==> config.mk <==
export PLATFORM = sky130hd
export DESIGN_NAME = hazard_unit
export DESIGN_NICKNAME = d
export VERILOG_FILES = /design/src/rtl/hazard_pkg.sv /design/src/rtl/sat_counter.sv /design/src/rtl/hazard_unit.sv
export SDC_FILE = /design/constraint.sdc
export NUM_CORES = 1
export LEC_CHECK = 0
export CAP_MARGIN = 0
export CORE_MARGIN = 2
export CORE_UTILIZATION = 49
export CTS_CLUSTER_SIZE = 28
export DETAILED_ROUTE_END_ITERATION = 6
export GPL_ROUTABILITY_DRIVEN = 1
export PLACE_DENSITY_LB_ADDON = 0.1
export SETUP_SLACK_MARGIN = 0.02
export SYNTH_ARGS = -nofsm -noshare
export SYNTH_HDL_FRONTEND = slang
export SYNTH_SLANG_ARGS = --single-unit
==> constraint.sdc <==
create_clock -name CLK -period 4 [get_ports CLK]
set_input_delay 1.2 -clock CLK [delete_from_list [all_inputs] [get_ports CLK]]
set_output_delay 1.2 -clock CLK [all_outputs]
set_load 0.05 [all_outputs]
==> src/rtl/hazard_pkg.sv <==
// -----------------------------------------------------------------------------
// hazard_pkg
// Shared types for the pipeline hazard/forwarding controller:
//   state_t    - controller action of the previous cycle (RUN / STALL / FLUSH)
//   fwd_sel_t  - ALU operand select encoding used by the EX-stage operand mux
//   fwd_select - priority encoder for the forwarding source (MEM over WB)
// -----------------------------------------------------------------------------
package hazard_pkg;

    typedef enum logic [1:0] {
        RUN   = 2'd0,
        STALL = 2'd1,
        FLUSH = 2'd2
    } state_t;

    typedef enum logic [1:0] {
        FWD_REG = 2'b00,   // operand straight from the register bank
        FWD_MEM = 2'b01,   // alu_resultado_MEM
        FWD_WB  = 2'b10    // write_data_reg
    } fwd_sel_t;

    // The youngest producer (MEM) must win over the older one (WB).
    function automatic fwd_sel_t fwd_select(input logic mem_hit, input logic wb_hit);
        fwd_sel_t sel;
        if (mem_hit) begin
            sel = FWD_MEM;
        end else if (wb_hit) begin
            sel = FWD_WB;
        end else begin
            sel = FWD_REG;
        end
        return sel;
    endfunction

endpackage

==> src/rtl/sat_counter.sv <==
// -----------------------------------------------------------------------------
// sat_counter
// W-bit up counter that sticks at all-ones instead of wrapping.
//   CLK, RESET : clock, synchronous active-high reset (q -> 0)
//   clr        : synchronous clear, wins over inc
//   inc        : count this cycle
//   q          : registered count
// -----------------------------------------------------------------------------
module sat_counter #(
    parameter int W = 32
) (
    input  logic         CLK,
    input  logic         RESET,
    input  logic         clr,
    input  logic         inc,
    output logic [W-1:0] q
);

    localparam logic [W-1:0] ALL_ONES = {W{1'b1}};
    localparam logic [W-1:0] ONE      = {{(W-1){1'b0}}, 1'b1};

    logic [W-1:0] q_q;
    logic [W-1:0] q_d;

    // Next count: clear first, then saturating increment.
    always_comb begin
        q_d = q_q;
        if (clr) begin
            q_d = {W{1'b0}};
        end else if (inc && (q_q != ALL_ONES)) begin
            q_d = q_q + ONE;
        end else begin
            q_d = q_q;
        end
    end

    // Count register.
    always_ff @(posedge CLK) begin
        if (RESET) begin
            q_q <= {W{1'b0}};
        end else begin
            q_q <= q_d;
        end
    end

    assign q = q_q;

endmodule

==> src/rtl/hazard_unit.sv <==
// -----------------------------------------------------------------------------
// hazard_unit
// Hazard detection and operand-forwarding controller for the 5-stage pipeline.
// Inputs : CLK, RESET, ID/EX/MEM/WB register indices and write enables,
//          MemRead_EX, PCSrc (taken branch), cnt_clr.
// Outputs: pc_ena, ifid_ena, ifid/idex/exmem flush strobes, fwd_a/fwd_b
//          (combinational); state, four saturating perf counters and the
//          sticky stall watchdog wdog_err (registered).
// -----------------------------------------------------------------------------
module hazard_unit
    import hazard_pkg::*;
#(
    parameter int REG_W        = 5,
    parameter int CNT_W        = 32,
    parameter int FWD_EN       = 1,
    parameter int BRANCH_STAGE = 1,
    parameter int MAX_STALL    = 7
) (
    input  logic             CLK,
    input  logic             RESET,
    input  logic [REG_W-1:0] rs1_ID,
    input  logic [REG_W-1:0] rs2_ID,
    input  logic             use_rs1_ID,
    input  logic             use_rs2_ID,
    input  logic [REG_W-1:0] rs1_EX,
    input  logic [REG_W-1:0] rs2_EX,
    input  logic [REG_W-1:0] wrin_EX,
    input  logic [REG_W-1:0] wrin_MEM,
    input  logic [REG_W-1:0] wrin_WB,
    input  logic             RegWrite_EX,
    input  logic             RegWrite_MEM,
    input  logic             RegWrite_WB,
    input  logic             MemRead_EX,
    input  logic             PCSrc,
    input  logic             cnt_clr,
    output logic             pc_ena,
    output logic             ifid_ena,
    output logic             ifid_flush,
    output logic             idex_flush,
    output logic             exmem_flush,
    output logic [1:0]       fwd_a,
    output logic [1:0]       fwd_b,
    output logic [1:0]       state,
    output logic [CNT_W-1:0] cyc_cnt,
    output logic [CNT_W-1:0] stall_cnt,
    output logic [CNT_W-1:0] flush_cnt,
    output logic [CNT_W-1:0] ret_cnt,
    output logic             wdog_err
);

    localparam int              RUN_W     = $clog2(MAX_STALL + 1);
    localparam logic [RUN_W-1:0] STALL_LIM = MAX_STALL[RUN_W-1:0];
    localparam logic [RUN_W-1:0] RUN_ONE   = {{(RUN_W-1){1'b0}}, 1'b1};

    // A producer only counts when it really writes a register other than x0.
    function automatic logic hit(input logic [REG_W-1:0] src,
                                 input logic [REG_W-1:0] dst,
                                 input logic             we);
        return we && (dst != {REG_W{1'b0}}) && (src == dst);
    endfunction

    logic       id_hit_ex_s, id_hit_mem_s, id_hit_wb_s;
    logic       stall_req_s;
    logic       stall_act_s;
    fwd_sel_t   fwd_a_s, fwd_b_s;

    state_t     state_q;
    logic [RUN_W-1:0] stall_run_q, stall_run_d;
    logic       wdog_q, wdog_d;

    // Source-vs-destination compares and the stall request.
    always_comb begin
        id_hit_ex_s  = (use_rs1_ID && hit(rs1_ID, wrin_EX,  RegWrite_EX))  ||
                       (use_rs2_ID && hit(rs2_ID, wrin_EX,  RegWrite_EX));
        id_hit_mem_s = (use_rs1_ID && hit(rs1_ID, wrin_MEM, RegWrite_MEM)) ||
                       (use_rs2_ID && hit(rs2_ID, wrin_MEM, RegWrite_MEM));
        id_hit_wb_s  = (use_rs1_ID && hit(rs1_ID, wrin_WB,  RegWrite_WB))  ||
                       (use_rs2_ID && hit(rs2_ID, wrin_WB,  RegWrite_WB));
        // The register bank has no write-through, so a WB collision stalls
        // even when forwarding covers the EX/MEM cases.
        if (FWD_EN != 0) begin
            stall_req_s = (MemRead_EX && id_hit_ex_s) || id_hit_wb_s;
        end else begin
            stall_req_s = id_hit_ex_s || id_hit_mem_s || id_hit_wb_s;
        end
        // A taken branch squashes the stalled instruction, so no stall then.
        stall_act_s = stall_req_s && !PCSrc && !RESET;
    end

    // Forwarding selects for the EX operands.
    always_comb begin
        if (FWD_EN != 0) begin
            fwd_a_s = fwd_select(hit(rs1_EX, wrin_MEM, RegWrite_MEM),
                                 hit(rs1_EX, wrin_WB,  RegWrite_WB));
            fwd_b_s = fwd_select(hit(rs2_EX, wrin_MEM, RegWrite_MEM),
                                 hit(rs2_EX, wrin_WB,  RegWrite_WB));
        end else begin
            fwd_a_s = FWD_REG;
            fwd_b_s = FWD_REG;
        end
    end

    // Pipeline enables, flush strobes and operand selects.
    always_comb begin
        pc_ena      = 1'b1;
        ifid_ena    = 1'b1;
        ifid_flush  = 1'b0;
        idex_flush  = 1'b0;
        exmem_flush = 1'b0;
        fwd_a       = fwd_a_s;
        fwd_b       = fwd_b_s;
        if (RESET) begin
            pc_ena      = 1'b0;
            ifid_ena    = 1'b0;
            ifid_flush  = 1'b1;
            idex_flush  = 1'b1;
            exmem_flush = 1'b1;
            fwd_a       = FWD_REG;
            fwd_b       = FWD_REG;
        end else if (PCSrc) begin
            ifid_flush  = 1'b1;
            idex_flush  = 1'b1;
            // Resolved in MEM means the instruction in EX/MEM is wrong-path too.
            exmem_flush = (BRANCH_STAGE == 1);
        end else if (stall_req_s) begin
            pc_ena      = 1'b0;
            ifid_ena    = 1'b0;
            idex_flush  = 1'b1;
        end else begin
            pc_ena      = 1'b1;
            ifid_ena    = 1'b1;
        end
    end

    // Watchdog next state: consecutive-stall run length, saturating at the limit.
    always_comb begin
        stall_run_d = stall_run_q;
        if (stall_act_s) begin
            if (stall_run_q == STALL_LIM) begin
                stall_run_d = stall_run_q;
            end else begin
                stall_run_d = stall_run_q + RUN_ONE;
            end
        end else begin
            stall_run_d = {RUN_W{1'b0}};
        end
        wdog_d = wdog_q || (stall_run_d == STALL_LIM);
    end

    // Controller FSM plus watchdog registers.
    always_ff @(posedge CLK) begin
        if (RESET) begin
            state_q     <= RUN;
            stall_run_q <= {RUN_W{1'b0}};
            wdog_q      <= 1'b0;
        end else begin
            if (PCSrc) begin
                state_q <= FLUSH;
            end else if (stall_req_s) begin
                state_q <= STALL;
            end else begin
                state_q <= RUN;
            end
            stall_run_q <= stall_run_d;
            wdog_q      <= wdog_d;
        end
    end

    assign state    = state_q;
    assign wdog_err = wdog_q;

    sat_counter #(.W(CNT_W)) u_cyc_cnt (
        .CLK(CLK), .RESET(RESET), .clr(cnt_clr), .inc(1'b1),        .q(cyc_cnt)
    );
    sat_counter #(.W(CNT_W)) u_stall_cnt (
        .CLK(CLK), .RESET(RESET), .clr(cnt_clr), .inc(stall_act_s), .q(stall_cnt)
    );
    sat_counter #(.W(CNT_W)) u_flush_cnt (
        .CLK(CLK), .RESET(RESET), .clr(cnt_clr), .inc(PCSrc),       .q(flush_cnt)
    );
    sat_counter #(.W(CNT_W)) u_ret_cnt (
        .CLK(CLK), .RESET(RESET), .clr(cnt_clr), .inc(RegWrite_WB), .q(ret_cnt)
    );

endmodule

# == Word level (Yosys, flattened, before mapping) ==
# Index checks and enable logic that the tools add are counted.
# classes
n_addsub,5
muxes,18
reduce_logical,32
eq_ne,14
# op_table
operator,n
$add 32x1->32 const B,4
$ne 32x32->1 const B,4
$eq 5x5->1,8
$logic_and 1x1->1,21
$reduce_bool 5->1,3
$mux 2,7
$mux 1,9
$eq 3x3->1 const B,2
$mux 3,2
$logic_or 1x1->1,4
$reduce_or 2->1,2
$add 3x1->3 const B,1
$logic_not 1->1,2
# word_totals
in_bits,45
reg_bits,134
word_cells,77
output_inout_bits,140

# == Longest topological paths before layout ==
# Gate-level depths: netlist of run 1.
# depth
depth_word,12
depth_mapped,9

# == By module ==
# From an unflattened synthesis of run 1, not the netlist that was laid out.
# unflattened
hier_cells,898
hier_area_um2,7349.5
# modules_own_cells
mod,cells_each,seq_area_each_um2,area_each_um2,instances
sat_counter,198,640.6,1620.3,4
hazard_unit,106,120.1,868.3,1

# == Least setup slack after synthesis of run 1 ==
# Ideal clock, no wire load.
# synth_path
kind,input port to output port
start,in wrin_MEM[1]
end,out fwd_a[1]
slack_ps,-849
t_arrival_ps,3649
cell_stages,4
cell_sequence,or4_1 -> o21ai_0 -> nor3_1 -> nor4_1
# synth_via
elab_chain_cells,5
# synth_lines
item,line_no,rtl
from (decl),hazard_unit.sv:28,"input logic [REG_W-1:0] wrin_MEM,"
$reduce_bool 5->1,hazard_unit.sv:59,return we && (dst != {REG_W{1'b0}}) && (src == dst);
$logic_and 1x1->1,hazard_unit.sv:59,
$logic_and 1x1->1 *,hazard_unit.sv:59,
$mux 2 *,hazard_pkg.sv:25,if (mem_hit) begin
$mux 2 *,hazard_unit.sv:112,if (RESET) begin
to (decl),hazard_unit.sv:41,"output logic [1:0] fwd_a,"
# Mark *: on every way between the ends. The rest lies on a longest branch, timed or not.

# == Worst setup path after layout of run 1 ==
# layout_path
start,in wrin_WB[2]
end,out pc_ena
# layout_via
elab_chain_cells,9
# layout_lines
item,line_no,rtl
from (decl),hazard_unit.sv:29,"input logic [REG_W-1:0] wrin_WB,"
$reduce_bool 5->1,hazard_unit.sv:59,
$logic_and 1x1->1 (2 in a row),hazard_unit.sv:59,
"$logic_and 1x1->1, on equally long branches","hazard_unit.sv:77, hazard_unit.sv:78",
$logic_or 1x1->1 *,hazard_unit.sv:77,"id_hit_wb_s = (use_rs1_ID && hit(rs1_ID, wrin_WB, RegWrite_WB)) ||"
$logic_or 1x1->1 *,hazard_unit.sv:82,stall_req_s = (MemRead_EX && id_hit_ex_s) || id_hit_wb_s;
$mux 1 *,hazard_unit.sv:125,end else if (stall_req_s) begin
$mux 1 *,hazard_unit.sv:120,end else if (PCSrc) begin
$mux 1 *,hazard_unit.sv:112,
to (decl),hazard_unit.sv:36,"output logic pc_ena,"
# Marked as above.

==> flow_summary.json, run 1 <==
{
  "status": "finished clean",
  "die_h_um": 123,
  "synth.largest_area_cell": "dfxtp_1",
  "cts_tree": "yes",
  "start_util_pct": 50.0,
  "peakVddDrop_v": 0.000306,
  "hp-start": "wdog_err",
  "port_buffers": 184,
  "power_density_nw_per_um2": 310,
  "fill_cells": 1118,
  "syn_avg_cell_area_um2": 8.40,
  "area_growth_pct": 41.0,
  "layout-drive-gt1-share_pct": 10.6,
  "grt_overflow": 0,
  "routed_wl_mm": 17.8,
  "setup_viol": 0,
  "clock_path_buffers": 2,
  "drc": 0,
  "max_slew_margin_pct": 37.7,
  "rsz0062_at_grt": "yes",
  "antenna_found_initial": 0,
  "path_buf_inv": 3,
  "finalHoldViolations": 0,
  "dieWidth_um": 123,
  "hpwlAfterDp_mm": 12.7,
  "die_area_um2": 15100,
  "synth_top_area_share_pct": 38.8,
  "num_vias": 6613,
  "p_leak_uw": 0.00315,
  "ys_async_sr_fraction_pct": 0,
  "tightest_slew_ns": 0.925,
  "maxSlewViolCount": 0,
  "end_kind": "output port",
  "n_antenna_cell": 0,
  "cts.clk_slew.worst_paths_ns": 0.05,
  "period_share_pct": 99.3,
  "ant_nets": 0,
  "synth_area_um2": 6920,
  "hold_buffers": 0,
  "ys_types": 56,
  "synth_edf_count": 0,
  "finalPower_uw": 3030,
  "cp-start-kind": "input pin",
  "final_common_cell": "clkdlybuf4s50_1",
  "fin_nets": 1078,
  "htreeDepth": 4,
  "cpPeakStageDelay_ns": 0.54,
  "crit_chain": "clkdlybuf4s15_1 -> or4_4 -> o21ai_4 -> inv_2 -> a22oi_2 -> nor2_2 -> nor2_4 -> buf_12",
  "ys_seq_area_share_pct": 38.8,
  "routed_via_density": 5.42,
  "syn_inst": 824,
  "synthFlopType": "dfxtp_1",
  "core_region_area_um2": 13800,
  "path_delay_family": "simple AND/OR/NAND/NOR gates",
  "min_period_ns": 3.97,
  "slowest_stage": "or4_4",
  "worst-path-max-fanout": 3,
  "grt_max_degree": 76,
  "cp.arrival_ns": 2.77,
  "rr_startpoint": "u_ret_cnt.q[0]",
  "grt_pass1_wl_mm": 29.0,
  "yosys_warnings": 0,
  "startpoint": "wrin_WB[2]",
  "cp.required_ns": 2.80,
  "final_core_util_pct": 70.5,
  "insertion_delay_ns": 0.41,
  "fp-row-count": 43,
  "root_buffer": "clkbuf_16",
  "worstSetupPathType": "input pin to output port",
  "final_cell_mix": "clkdlybuf4s50_1, dfxtp_1, nor2_1",
  "ys_ff_latch": 134,
  "synth.area.top_cells": "dfxtp_1, xnor2_1, xor2_1, nor2_1, nand2_1",
  "gp_congestion": 0.907,
  "cts.sinks": 134,
  "io_pins": 185,
  "track_usage_pct": 23.8,
  "syn_nets": 874,
  "first_pass_iters": 5,
  "cts_buffers": 17,
  "fmax_ghz": 0.252,
  "finClkSkew_ns": 0.00998,
  "hp-class": "flop to flop",
  "maxCapViolCount": 0,
  "grt_pass1_vias": 5960,
  "routedWlPerCell_um": 14.6,
  "detailedRoute.firstIterationViolations": 410
}
-- timing repair --
item                       CTS  global route
resized for setup           26             9
setup buffers                5             2
pin swaps                   11            11
setup endpoints to repair    7             5
-- power by group --
group	total (uW)	switching (uW)	internal, uW
sequential	1340	4.03	1340
clock	1460	601	858
combinational	226	117	109
total	3030	722	2300
-- worst min-delay path, stage by stage, from the launching register on --
cell     delay (ns)
dfxtp_1        0.31
inv_1          0.05
a21oi_1        0.05
-- layout make-up --
class                           instances  area, um2  area share [%]
Tap cell                              180        225            2.31
Multi-Input combinational cell        636       4050            41.5
Sequential cell                       134       2680            27.5
Timing Repair Buffer                  218       2160            22.2
Clock buffer                           18        429            4.40
Inverter                               21       78.8           0.808
Clock inverter                         14        129            1.32
-- final timing paths --
kind                                  endpoint  slack, ns  cells after the start
worst min-delay path                  wdog_err       0.45                      2
worst max register to register  u_ret_cnt.q[7]       1.54                      7
worst min register to register        wdog_err       0.45                      2
worst max-delay path                    pc_ena       0.03                      8
-- Yosys cell counts, types with 13 or more instances --
master,n
a21oi_1,43
and4_1,15
clkbuf_1,17
dfxtp_1,134
inv_1,21
nand2_1,67
nand3_1,45
nand4_1,39
nor2_1,108
nor3_1,20
nor4_1,13
o21ai_0,13
o21ai_1,15
o31ai_1,14
or3_1,27
or4_1,22
xnor2_1,69
xor2_1,53
-- sequential cells by signal, summed over array words and instances (netlist names) --
name	flops
u_cyc_cnt.q	32
state	2
wdog_err	1
stall_run_q	3
u_ret_cnt.q	32
u_flush_cnt.q	32
u_stall_cnt.q	32
-- per-stage QoR --
stage | TNS [ns] | cell area [um2] | hold WS [ns] | std cells | setup slack, ns
global route | -0.0955 | 9750 | 0.486 | 1221 | -0.0489
global placement | -0.837 | 9130 | 0.439 | 1182 | -0.205
finish | 0 | 9750 | 0.449 | 1221 | 0.0287
floorplan | -0.720 | 6970 | 0.477 | 824 | -0.235
detailed placement | -1.18 | 9130 | 0.448 | 1182 | -0.273
CTS | 0 | 9730 | 0.456 | 1219 | 0.0199
-- per-layer routing --
layer,wire length [um],track usage [%],vias up,part of all wire (%)
met5,0,0,-,0
met1,8010,31.2,3066,45
li1,-,-,3348,-
met2,8480,38.3,181,47
met3,1110,6.09,18,6.2
met4,252,7.18,0,1.4
-- kinds of logic after synthesis --
family	count (synthesis)	share of synthesized area (%)
simple gates	396	30.1
buf+inv	54	3.81
compound gates	109	10.4
fa+ha+maj	5	0.904
xor+xnor	122	15.4
flops	134	38.8
mux	4	0.579
No activity file was read; power rests on OpenSTA's default activity.
==> run 2: changes to the inputs <==
--- a/config.mk
+++ b/config.mk
@@ -5,12 +5,11 @@
 export SDC_FILE = /design/constraint.sdc
 export NUM_CORES = 1
 export LEC_CHECK = 0
-export CAP_MARGIN = 0
+export CAP_MARGIN = 30
 export CORE_MARGIN = 2
 export CORE_UTILIZATION = 49
 export CTS_CLUSTER_SIZE = 28
 export DETAILED_ROUTE_END_ITERATION = 6
-export GPL_ROUTABILITY_DRIVEN = 1
 export PLACE_DENSITY_LB_ADDON = 0.1
 export SETUP_SLACK_MARGIN = 0.02
 export SYNTH_ARGS = -nofsm -noshare
==> results of run 2 <==
Same layout as run 1: the final DEF is identical, and so are final timing and power.
==> run 3: changes to the inputs <==
--- a/config.mk
+++ b/config.mk
@@ -5,13 +5,14 @@
 export SDC_FILE = /design/constraint.sdc
 export NUM_CORES = 1
 export LEC_CHECK = 0
-export CAP_MARGIN = 30
+export CAP_MARGIN = 20
 export CORE_MARGIN = 2
-export CORE_UTILIZATION = 49
+export CORE_UTILIZATION = 50
 export CTS_CLUSTER_SIZE = 28
 export DETAILED_ROUTE_END_ITERATION = 6
 export PLACE_DENSITY_LB_ADDON = 0.1
 export SETUP_SLACK_MARGIN = 0.02
 export SYNTH_ARGS = -nofsm -noshare
 export SYNTH_HDL_FRONTEND = slang
+export SYNTH_HIERARCHICAL = 1
 export SYNTH_SLANG_ARGS = --single-unit
==> run 3 against run 2 <==
Net effect:
- worst setup slack better by 0.049 ns
- core utilization up 0.62 points
- clock skew down 0.0037 ns
- critical path type unchanged
- largest power group unchanged
==> flow_summary.json, run 3 <==
{
  "maxCapViolCount": 0,
  "hold_end": "wdog_err",
  "area_growth_pct": 39.7,
  "synth.area.top_cells": "dfxtp_1, xnor2_1, or3_1, a21oi_1, nand2_1",
  "detailedRoute.firstIterationViolations": 489,
  "antenna_found_initial": 5,
  "ys_top_cells_by_count": "dfxtp_1, nand2_1, nor2_1",
  "setup_tns_ns": 0,
  "ys_types": 53,
  "worstSetupPathType": "input pin to output port",
  "slowest_stage": "or4_4",
  "yosys_warnings": 6,
  "synth_area_um2": 7350,
  "dieWidth_um": 125,
  "layout-drive-gt1-share_pct": 10.7,
  "ant_nets": 0,
  "port_buffers": 184,
  "finClkSkew_ns": 0.00625,
  "first_pass_iters": 6,
  "setup_viol": 0,
  "cp-start-kind": "input pin",
  "r2r-end": "u_stall_cnt/q[11]",
  "switching_share_pct": 22.5,
  "peakVddDrop_v": 0.000300,
  "syn_avg_cell_area_um2": 8.18,
  "cp.required_ns": 2.80,
  "core_region_area_um2": 14400,
  "final_common_cell": "clkdlybuf4s50_1",
  "tightest_slew_ns": 0.882,
  "ys_ff_latch": 134,
  "max_slew_margin_pct": 40.7,
  "pwr-share-clk_pct": 47.9,
  "p_sw_uw": 681,
  "fin_nets": 1156,
  "clock_path_buffers": 2,
  "synth.largest_area_cell": "dfxtp_1",
  "ys_async_sr_fraction_pct": 0,
  "die_area_um2": 15700,
  "power_density_nw_per_um2": 294,
  "insertion_delay_ns": 0.41,
  "crit_chain": "dlygate4sd2_1 -> or4_4 -> o21ai_4 -> a2bb2oi_4 -> o21ba_4 -> buf_12",
  "worst-path-max-fanout": 4,
  "cts.sinks": 134,
  "status": "finished clean",
  "hold_depth": 2,
  "rsz0062_at_grt": "no",
  "fp-row-count": 44,
  "cpPeakStageDelay_ns": 0.45,
  "maxSlewViolCount": 0,
  "io_pins": 185,
  "grt_overflow": 0,
  "root_buffer": "clkbuf_16",
  "start_util_pct": 51.0,
  "grt_pass1_vias": 6883,
  "hpwlAfterDp_mm": 15.1,
  "finalHoldViolations": 0,
  "grt_pass1_wl_mm": 34.0,
  "routed_via_density": 5.91,
  "min_period_ns": 3.92,
  "rr_startpoint": "u_stall_cnt/q[11]",
  "fin_cells": 1306,
  "routed_wl_mm": 21.1,
  "seq_power_share_pct": 44.4,
  "syn_inst": 898,
  "final_cell_mix": "clkdlybuf4s50_1, dfxtp_1, nand2_1",
  "cts_buffers": 17,
  "num_vias": 7717,
  "period_share_pct": 98.1,
  "end_kind": "output port",
  "routedWlPerCell_um": 16.2,
  "hold_buffers": 0,
  "fmax_ghz": 0.255,
  "path_buf_inv": 2,
  "drc": 0,
  "track_usage_pct": 26.2,
  "die_h_um": 125,
  "cts.clk_slew.worst_paths_ns": 0.05,
  "fill_cells": 1145,
  "cp.arrival_ns": 2.72,
  "synth_top_area_share_pct": 36.5,
  "placedCellCount": 1267,
  "gp_congestion": 0.858,
  "hp-class": "flop to flop",
  "p_leak_uw": 0.00335,
  "hp-start": "wdog_err",
  "p_int_uw": 2340,
  "r2r_slack_ns": 1.26,
  "synthFlopType": "dfxtp_1",
  "grt_max_degree": 31,
  "cts_tree": "yes",
  "holdWs_ns": 0.481,
  "path_delay_family": "compound AO/OA/AOI/OAI gates",
  "htreeDepth": 4,
  "synth_edf_count": 0,
  "combPwrFrac_pct": 7.7,
  "ys_seq_area_share_pct": 36.5,
  "yosysMostFrequentCell": "dfxtp_1",
  "reg2reg_depth": 6
}
-- run 3: timing repair --
action / in CTS / in global routing
setup endpoints to repair: 6 / 9
buffers inserted: 4 / 0
resized for setup: 33 / 16
pin swaps: 15 / 12
-- run 3: final cells by class --
class,count,area (um2),area share [%]
Tap cell,184,230,2.24
Multi-Input combinational cell,708,4510,44.0
Antenna cell,4,10.0,0.0975
Timing Repair Buffer,228,2230,21.7
Inverter,17,63.8,0.622
Clock buffer,27,493,4.80
Clock inverter,4,45.0,0.439
Sequential cell,134,2680,26.1
-- run 3: metrics by stage --
stage / power [uW] / utilization [%] / setup WS (ns) / cell area (um2)
final: 3020 / 71.2 / 0.0778 / 10300
after CTS: 3040 / 71.0 / 0.0339 / 10200
after global placement: 1600 / 66.9 / -0.251 / 9650
after detailed placement: 1600 / 66.9 / -0.271 / 9650
after floorplan: 1490 / - / -0.108 / 7420
after global routing: 3120 / 71.1 / 0.0208 / 10300
-- run 3: worst register-to-register path, stage by stage (launching register included) --
cell and delay (ns):
dfxtp_1 0.45, nand4_1 0.26, or4_1 0.70, o31ai_1 0.76, buf_4 0.27, o21ai_0 0.09, a21oi_1 0.15
-- run 3: power groups by stage --
stage | Sequential (uW) | Clock, uW | Combinational [uW]
floorplan | 1380 | 0 | 108
global placement | 1370 | 0 | 228
detailed placement | 1370 | 0 | 230
CTS | 1340 | 1460 | 234
global route | 1340 | 1530 | 250
finish | 1340 | 1450 | 234
-- run 3: worst max-delay path by stage --
stage	from	end	slack [ns]	cells past startpoint
global route	rs1_ID[3]	ifid_ena	0.02	7
CTS	wrin_WB[1]	pc_ena	0.03	6
floorplan	wrin_MEM[0]	fwd_a[0]	-0.11	3
detailed placement	wrin_WB[1]	pc_ena	-0.27	6
global placement	wrin_WB[1]	ifid_ena	-0.25	6
finish	wrin_WB[4]	ifid_ena	0.08	6
-- run 3: metal layers --
metal | global-route usage, % | part of all wire (%)
met1 | 34.0 | 44
met2 | 42.3 | 47
met3 | 7.79 | 6.7
met4 | 8.37 | 2.2
met5 | 0 | 0.062
-- run 3: cell families after synthesis --
family	after synthesis	synth area share [%]
mux	1	0.136
simple gates	401	30.3
compound gates	226	20.3
xor+xnor	69	8.22
buf+inv	61	3.66
flops	134	36.5
other cells	1	0.0510
fa+ha+maj	5	0.851
==> RTL edit, RTL diff (settings of run 1) <==
`FWD_EN`: 1 -> 0.
--- a/src/rtl/hazard_unit.sv
+++ b/src/rtl/hazard_unit.sv
@@ -12,7 +12,7 @@
 #(
     parameter int REG_W        = 5,
     parameter int CNT_W        = 32,
-    parameter int FWD_EN       = 1,
+    parameter int FWD_EN       = 0,
     parameter int BRANCH_STAGE = 1,
     parameter int MAX_STALL    = 7
 ) (
Behaviour: not the same (Yosys sat finds a counterexample within 4 cycles, from zero or initial values and one cycle with RESET high).
==> RTL edit against run 1 <==
Die area fell by 3.4%; sequential cell count did not move; critical path depth fell by 2; worst setup slack got worse by 0.016 ns; area after synthesis fell by 3.6%; non-clock buffer count fell by 23; power rose by 1.7%; wire length rose by 4.5%; final cell count fell by 4.3%; clock skew fell by 0.0014 ns; critical path type unchanged; design area fell by 4.4%.
==> RTL edit: results (changes against run 1) <==
GRT_PASS1_VIAS=6374  # was 5960
NUM_ROWS=42  # was 43
SYNTH.LIB_CELLS_USED.DISTINCT=49  # was 56
TIMING.RR.END='u_cyc_cnt.q[15]'  # was u_ret_cnt.q[7]
MOST_COMMON_LIBRARY_CELLS_AFTER_SYNTHESIS='134 x dfxtp_1, 111 x nor2_1, 78 x xor2_1, 58 x nand2_1, 51 x nand3_1'  # was 134 x dfxtp_1, 108 x nor2_1, 69 x xnor2_1, 67 x nand2_1, 53 x xor2_1
POWER.IR.VDD_WORST_mV=0.275  # was 0.306 mV
POST-PLACE-CELLS=1134  # was 1182
R2R_START='u_cyc_cnt.q[6]'  # was u_ret_cnt.q[0]
FIN_NETS=1029  # was 1078
POST_CTS_BUFFERS=1  # was 5
RRSETUPSLACK_NS=1.25  # was 1.54 ns
GLOBALROUTETOTALUTIL_PCT=25.5  # was 23.8%
DP_HPWL_UM=13000  # was 12700 um
OUTCOME='finished, final reports clean'  # unchanged
CRITICAL_PATH.MAX_STAGE_DELAY_NS=0.56  # was 0.54 ns
FIN_HOLD_WS_NS=0.494  # was 0.449 ns
INSTANCES_NO_FILL=1168  # was 1221
POST_CTS_RESIZE_COUNT=66  # was 26
CRITPATHARRIVALTIME_NS=2.79  # was 2.77 ns
SYNTH_SEQUENTIAL_AREA_RATIO_PCT=40.2  # was 38.8%
PLACE_WS_NS=-0.347  # was -0.273 ns
POWER.STATIC_LEAKAGE_nW=3.19  # was 3.15 nW
ROUTED_VIA_DENSITY=5.61  # was 5.42
POWER_REPORT.INTERNAL_TOTAL_mW=2.40  # was 2.30 mW
PLACEMENT.CELL_AREA_MM2=0.00866  # was 0.00913 mm2
PORT-BUFFER-COUNT=169  # was 184
ROUTE.DETAILED.WL_PER_INST_UM=16.0  # was 14.6 um
[RTL edit: worst max-delay path by stage]
stage                            end        from  depth (start not counted)  slack (ns)
after floorplan               pc_ena  wrin_EX[1]                          5        0.13
after global placement        pc_ena   rs1_ID[2]                          8       -0.37
after detailed placement      pc_ena   rs1_ID[2]                          8       -0.35
after CTS                 idex_flush  wrin_WB[2]                          9        0.01
after global routing      idex_flush  wrin_WB[2]                          9       -0.08
final                     idex_flush  wrin_EX[1]                          6        0.01
[RTL edit: power by group through the flow]
stage	logic, mW	clock network (mW)	registers (mW)
3_5_place_dp	0.178	0	1.37
5_1_grt	0.195	1.64	1.34
6_report	0.184	1.55	1.34
4_1_cts	0.178	1.57	1.34
2_1_floorplan	0.0809	0	1.38
3_3_place_gp	0.175	0	1.37
[RTL edit: final cells by class]
class | count | area (um2) | share of cell area [%]
timing repair buffer | 195 | 1910 | 20.5
sequential | 134 | 2680 | 28.8
tap | 176 | 220 | 2.36
clock inverter | 9 | 126 | 1.36
clock buffer | 23 | 458 | 4.91
multi-input combinational | 620 | 3890 | 41.7
inverter | 11 | 41.3 | 0.443
[RTL edit: kinds of logic (layout without fill, tap and decap cells)]
group,after synthesis,in the layout,share of synthesized area [%]
buffers and inverters,46,238,3.17
adder cells (fa/ha/maj),5,5,0.937
AND/OR/NAND/NOR,402,402,32.0
other,1,4,0.0562
XOR/XNOR,113,113,14.8
flip-flops,134,134,40.2
multiplexers,3,3,0.450
AO/OA/AOI/OAI,93,93,8.38
[RTL edit: routing by layer]
metal	share of wire [%]	global-route usage, %	up-vias
li1	-	-	3203
met1	44	31.1	3106
met2	47	42.4	207
met3	6.4	6.79	37
met4	2.6	10.8	0
met5	0	0	-
